<file path="src/rtl/uart_rx_fsm.sv">
// 8-bit UART receiver: 1 start, 8 data (LSB first), 1 parity, 1 stop bit.
// Oversampled by baud_tick with a mid-bit sampling point.
module uart_rx_fsm #(
  parameter int OVERSAMPLE = 16,
  parameter bit PARITY_ODD = 1'b0
) (
  input  logic       clk,
  input  logic       rstn,
  input  logic       baud_tick,
  input  logic       rx,
  output logic [7:0] rx_data,
  output logic       rx_valid,
  output logic       parity_err,
  output logic       frame_err,
  output logic       rx_busy
);

  localparam int TW = $clog2(OVERSAMPLE);
  localparam logic [TW-1:0] TICK_MID = TW'(OVERSAMPLE / 2 - 1);
  localparam logic [TW-1:0] TICK_END = TW'(OVERSAMPLE - 1);

  typedef enum logic [2:0] {
    IDLE   = 3'd0,
    START  = 3'd1,
    DATA   = 3'd2,
    PARITY = 3'd3,
    STOP   = 3'd4
  } state_t;

  state_t          state;
  logic [TW-1:0]   tick_cnt;
  logic [2:0]      bit_cnt;
  logic [7:0]      shift_reg;
  logic            perr;
  logic            rx_m;
  logic            rx_s;

  // Two-flop synchronizer; resets to the idle line level.
  always_ff @(posedge clk or negedge rstn) begin
    if (!rstn) begin
      rx_m <= 1'b1;
      rx_s <= 1'b1;
    end else begin
      rx_m <= rx;
      rx_s <= rx_m;
    end
  end

  always_ff @(posedge clk or negedge rstn) begin
    if (!rstn) begin
      state      <= IDLE;
      tick_cnt   <= '0;
      bit_cnt    <= '0;
      shift_reg  <= '0;
      perr       <= 1'b0;
      rx_data    <= '0;
      rx_valid   <= 1'b0;
      parity_err <= 1'b0;
      frame_err  <= 1'b0;
      rx_busy    <= 1'b0;
    end else begin
      rx_valid <= 1'b0;
      if (baud_tick) begin
        case (state)
          IDLE: begin
            if (!rx_s) begin
              state    <= START;
              tick_cnt <= '0;
              rx_busy  <= 1'b1;
            end
          end
          // A start bit that is gone by mid-bit is treated as a glitch.
          START: begin
            if (tick_cnt == TICK_MID) begin
              tick_cnt <= '0;
              if (rx_s) begin
                state   <= IDLE;
                rx_busy <= 1'b0;
              end else begin
                state   <= DATA;
                bit_cnt <= '0;
              end
            end else begin
              tick_cnt <= tick_cnt + TW'(1);
            end
          end
          DATA: begin
            if (tick_cnt == TICK_END) begin
              shift_reg <= {rx_s, shift_reg[7:1]};
              tick_cnt  <= '0;
              bit_cnt   <= bit_cnt + 3'd1;
              if (bit_cnt == 3'd7) begin
                state <= PARITY;
              end
            end else begin
              tick_cnt <= tick_cnt + TW'(1);
            end
          end
          PARITY: begin
            if (tick_cnt == TICK_END) begin
              perr     <= rx_s ^ (^shift_reg) ^ PARITY_ODD;
              tick_cnt <= '0;
              state    <= STOP;
            end else begin
              tick_cnt <= tick_cnt + TW'(1);
            end
          end
          // Leaving at mid stop bit leaves room for a back-to-back start edge.
          STOP: begin
            if (tick_cnt == TICK_END) begin
              rx_data    <= shift_reg;
              parity_err <= perr;
              frame_err  <= ~rx_s;
              rx_valid   <= 1'b1;
              tick_cnt   <= '0;
              state      <= IDLE;
              rx_busy    <= 1'b0;
            end else begin
              tick_cnt <= tick_cnt + TW'(1);
            end
          end
          default: begin
            state    <= IDLE;
            tick_cnt <= '0;
            bit_cnt  <= '0;
            rx_busy  <= 1'b0;
          end
        endcase
      end
    end
  end

endmodule
</file>
<file path="config.mk">
export PLATFORM = sky130hd
export DESIGN_NAME = uart_rx_fsm
export DESIGN_NICKNAME = d
export VERILOG_FILES = /design/src/rtl/uart_rx_fsm.sv
export SDC_FILE = /design/constraint.sdc
export NUM_CORES = 1
export LEC_CHECK = 0
export CAP_MARGIN = 20
export CORE_UTILIZATION = 27
export CTS_CLUSTER_SIZE = 30
export DETAILED_ROUTE_END_ITERATION = 10
export HOLD_SLACK_MARGIN = 0.1
export PLACE_DENSITY = 0.55
export SLEW_MARGIN = 20
export SYNTH_ARGS = -nofsm -noshare
export SYNTH_HDL_FRONTEND = slang
export SYNTH_SLANG_ARGS = --single-unit
</file>
<file path="constraint.sdc">
create_clock -name clk -period 2.6 [get_ports clk]
set_input_delay 0.26 -clock clk [delete_from_list [all_inputs] [get_ports clk]]
set_output_delay 0.26 -clock clk [all_outputs]
set_load 0.02 [all_outputs]
</file>
==> summary.txt <==
STA
  – Final-report hold violation count: 0
  – Setup Total Neg Slack: 0 ps
  – Slew of the pin with the lowest slew margin: 562.3 ps
  – Max Slew Vio Count: 0
  – Final worst clock skew: between 4 and 5 ps
  – Relative slew slack: around 62%
  – Period Utilization, post-route: about three quarters
  – Final count of negative-setup-slack endpoints: 0
  – Maximum clock frequency: approximately 500 MHz
  – Final critical delay including setup and external delays: roughly 2000 ps
  – Hold_ws: approximately 360 ps
  – Setup repair after global routing missed its margin: no

Power and ir drop
  – Leak: between 0.0008 and 0.0009 uW
  – Pwr per Cell Area: 765.1 nW/um^2
  – Peak supply drop: a little over 0.3 mV

Floorplanning
  – Starting utilization of the core area: roughly 28%
  – Core area: ~5600 um^2
  – Total Die Area: between 6000 and 7000 um^2
  – Number of placement rows: 27
  – DIE WIDTH: 78.66 um
  – Die H: approximately 80 um
  – Number of primary I/O pins: 16

CTS
  – Post-cts hold buffer count: 0
  – Post-CTS Setup Bufs: 0
  – Clock-pin slew on the worst setup and hold paths: ~70 ps
  – Maximum buffer depth of the clock tree: 2
  – Total clock buffers created by CTS: 5
  – Clock net sink count: 33
  – Later-pin clock latency in the skew report: between 200 and 300 ps
  – Quantity of gates resized following cts: 0
  – CTS HTree Levels: 2
  – Clock tree root buffer cell: sky130_fd_sc_hd__clkbuf_8
  – Clock tree from TritonCTS: built

Yosys
  – Leading post-synthesis cells by cell area: sky130_fd_sc_hd__dfrtp_1 (49%), sky130_fd_sc_hd__mux2_2 (13%), sky130_fd_sc_hd__dfstp_2 (3.3%)
  – Simple-Gate Fraction of Synth Area: 10.57%
  – Yosys Warn Count: 0
  – Fraction of synthesized area in multiplexers: between 10% and 20%
  – Post-Synthesis Cells: approximately 130
  – Fraction of the mapped netlist area in compound gates: a little under an eighth
  – Synth top area share: approximately half
  – Top-count cell post-synth: sky130_fd_sc_hd__dfrtp_1
  – Post-synth EDFFs: 0
  – Synthesized flop and latch total: 33
  – Share of async-settable or async-resettable flops after synthesis: 100.0%
  – Distinct cells, synth: 40
  – Cell types with the highest counts after synthesis: sky130_fd_sc_hd__dfrtp_1 (31), sky130_fd_sc_hd__mux2_2 (19), sky130_fd_sc_hd__nand3_1 (5), sky130_fd_sc_hd__xnor2_1 (5)
  – Post-synth design cell area: approximately 1600 um^2
  – Most common flop cell mapped by yosys: sky130_fd_sc_hd__dfrtp_1
  – XOR/XNOR share of the synthesized area: roughly 5.8%
  – Synth Area per Inst: ~12 um^2
  – Net count after synthesis: 134
  – Combinational family with the most area after synthesis: multiplexers
  – Post-synthesis adder-cell area fraction: 2.366%
  – Sequential area share after synthesis: about 52%
  – Post-synth top area cell: sky130_fd_sc_hd__dfrtp_1

Global routing
  – Largest net degree at the start of global routing: 34
  – Global-route wire length before repair: around 5.0 mm
  – Number of global-route vias before repair: between 1000 and 1500
  – Antenna violations before repair: 0
  – Aggregate global routing overflow: 0
  – Total global routing track utilization: between 10% and 20%

Routing
  – Post-detailed-routing wire length: 2.858 mm
  – Routed length on met1: 1.378 mm
  – Number of violations reported at the end of detailed-routing iteration 0: 38
  – # DRC: 0
  – Number of nets with antenna violations after detailed routing: 0
  – Met3 routed wirelength: around 110 um
  – DR pass1 iterations: 4
  – Met2 Wirelength: roughly 1.3 mm
  – Via-per-instance ratio: between 4 and 5
  – Count of vias placed by the detailed router: between 1000 and 1500
  – Max layer used: met4
  – Routed length per instance: around 13 um

Cells and area
  – Layout-stage area growth over the synthesis result: 20.11%
  – Utilization after layout: ~34%
  – Share of cells above drive strength 1: roughly a quarter
  – Antenna cell count: 0
  – Count of nets after finishing: about 150
  – Count of fill cells added during filler insertion: 555
  – Storage cell area: 828.3 um^2
  – Area of the multi-input gates: just over 700 um^2

Place
  – Post-DP HPWL: between 1.5 and 2 mm
  – Buffers on Ports: 15
  – Routability congestion estimate from global placement: between 0.7 and 0.8

Run
  – Count of max-cap constraint violations: 0

Hold path
  – Path category of the worst min-delay check: reg2reg

Setup path
  – Startpoint Class: register
  – Highest net fanout along the worst path: 11
  – R2r setup slk: a little over 600 ps
  – Element type at the critical path end: register
  – Crit path required time: roughly 2800 ps
  – WP data arrival: 2160 ps
  – Class of the most critical setup path: reg2reg

Outcome
  – Outcome: finished clean
## routing by layer
| layer | vias up | global-route usage (%) |
|---|---|---|
| li1 | 489 | - |
| met1 | 494 | 13.18 |
| met2 | 18 | 16.00 |
| met3 | 6 | 3.140 |
| met4 | 0 | 6.667 |
| met5 | - | 0 |
## cells by family (layout without fill, tap and decap cells)
group	Yosys count	count (layout)
simple gates	28	28
mux	21	21
compound gates	24	24
flops	33	33
fa+ha+maj	3	3
xor+xnor	9	9
buf+inv	9	27
## path summary, 6_finish.rpt
path / depth (start not counted) / endpoint / from
hold / removal: 0 / rx_s$_DFF_PN1_ / rx_m$_DFF_PN1_
max in group asynchronous: 2 / rx_m$_DFF_PN1_ / rstn
setup / recovery: 4 / rx_data[6]$_DFFE_PN0P_ / tick_cnt[0]$_DFFE_PN0P_
setup reg to reg: 4 / rx_data[6]$_DFFE_PN0P_ / tick_cnt[0]$_DFFE_PN0P_
min in group asynchronous: 2 / state[0]$_DFFE_PN0P_ / rstn
hold reg to reg: 0 / rx_s$_DFF_PN1_ / rx_m$_DFF_PN1_
## cell usage in the layout, fill, tap and decap left out, drive strengths merged, types with 2 or more instances in the layout
cell type       n
a211oi          2
a21o            2
a21oi           3
a22o            4
and3            2
clkbuf          7
clkdlybuf4s50  15
dfrtp          31
dfstp           2
ha              3
inv             3
mux2           20
nand2           4
nand2b          3
nand3           5
nor2            3
nor2b           4
o21ai           4
o2bb2ai         2
or2             2
xnor2           5
xor2            3
## where the power goes
part / switching (uW) / internal (uW) / total, uW
Clock: 180 / 239 / 419
Combinational: 161 / 176 / 337
Sequential: 122 / 580 / 702
## metrics by stage
stage	setup slack, ps	std cells	power, uW	cell area [um^2]
after global routing	511.6	217	1570	1906
after floorplan	753.4	127	959.6	1587
after global placement	602.2	209	1026	1804
after detailed placement	533.8	209	1047	1804
final	606.5	217	1458	1906
after CTS	603.9	217	1479	1906
## area by class of cell
type                    instances  area share, %
inverters                       3         0.5909
multi-input cells              85          37.62
repair buffers                 16          8.273
clock buffers                   7          5.056
flip-flops and latches         33          43.47
clock inverters                 1         0.2626
well taps                      72          4.728
## worst max-delay path: stages (launching register included)
cell,delay [ps]
sky130_fd_sc_hd__dfrtp_1,420
sky130_fd_sc_hd__ha_1,250
sky130_fd_sc_hd__and3_1,280
sky130_fd_sc_hd__and3_1,530
sky130_fd_sc_hd__mux2_2,400
Note: power is estimated with default switching activity, not from simulation.
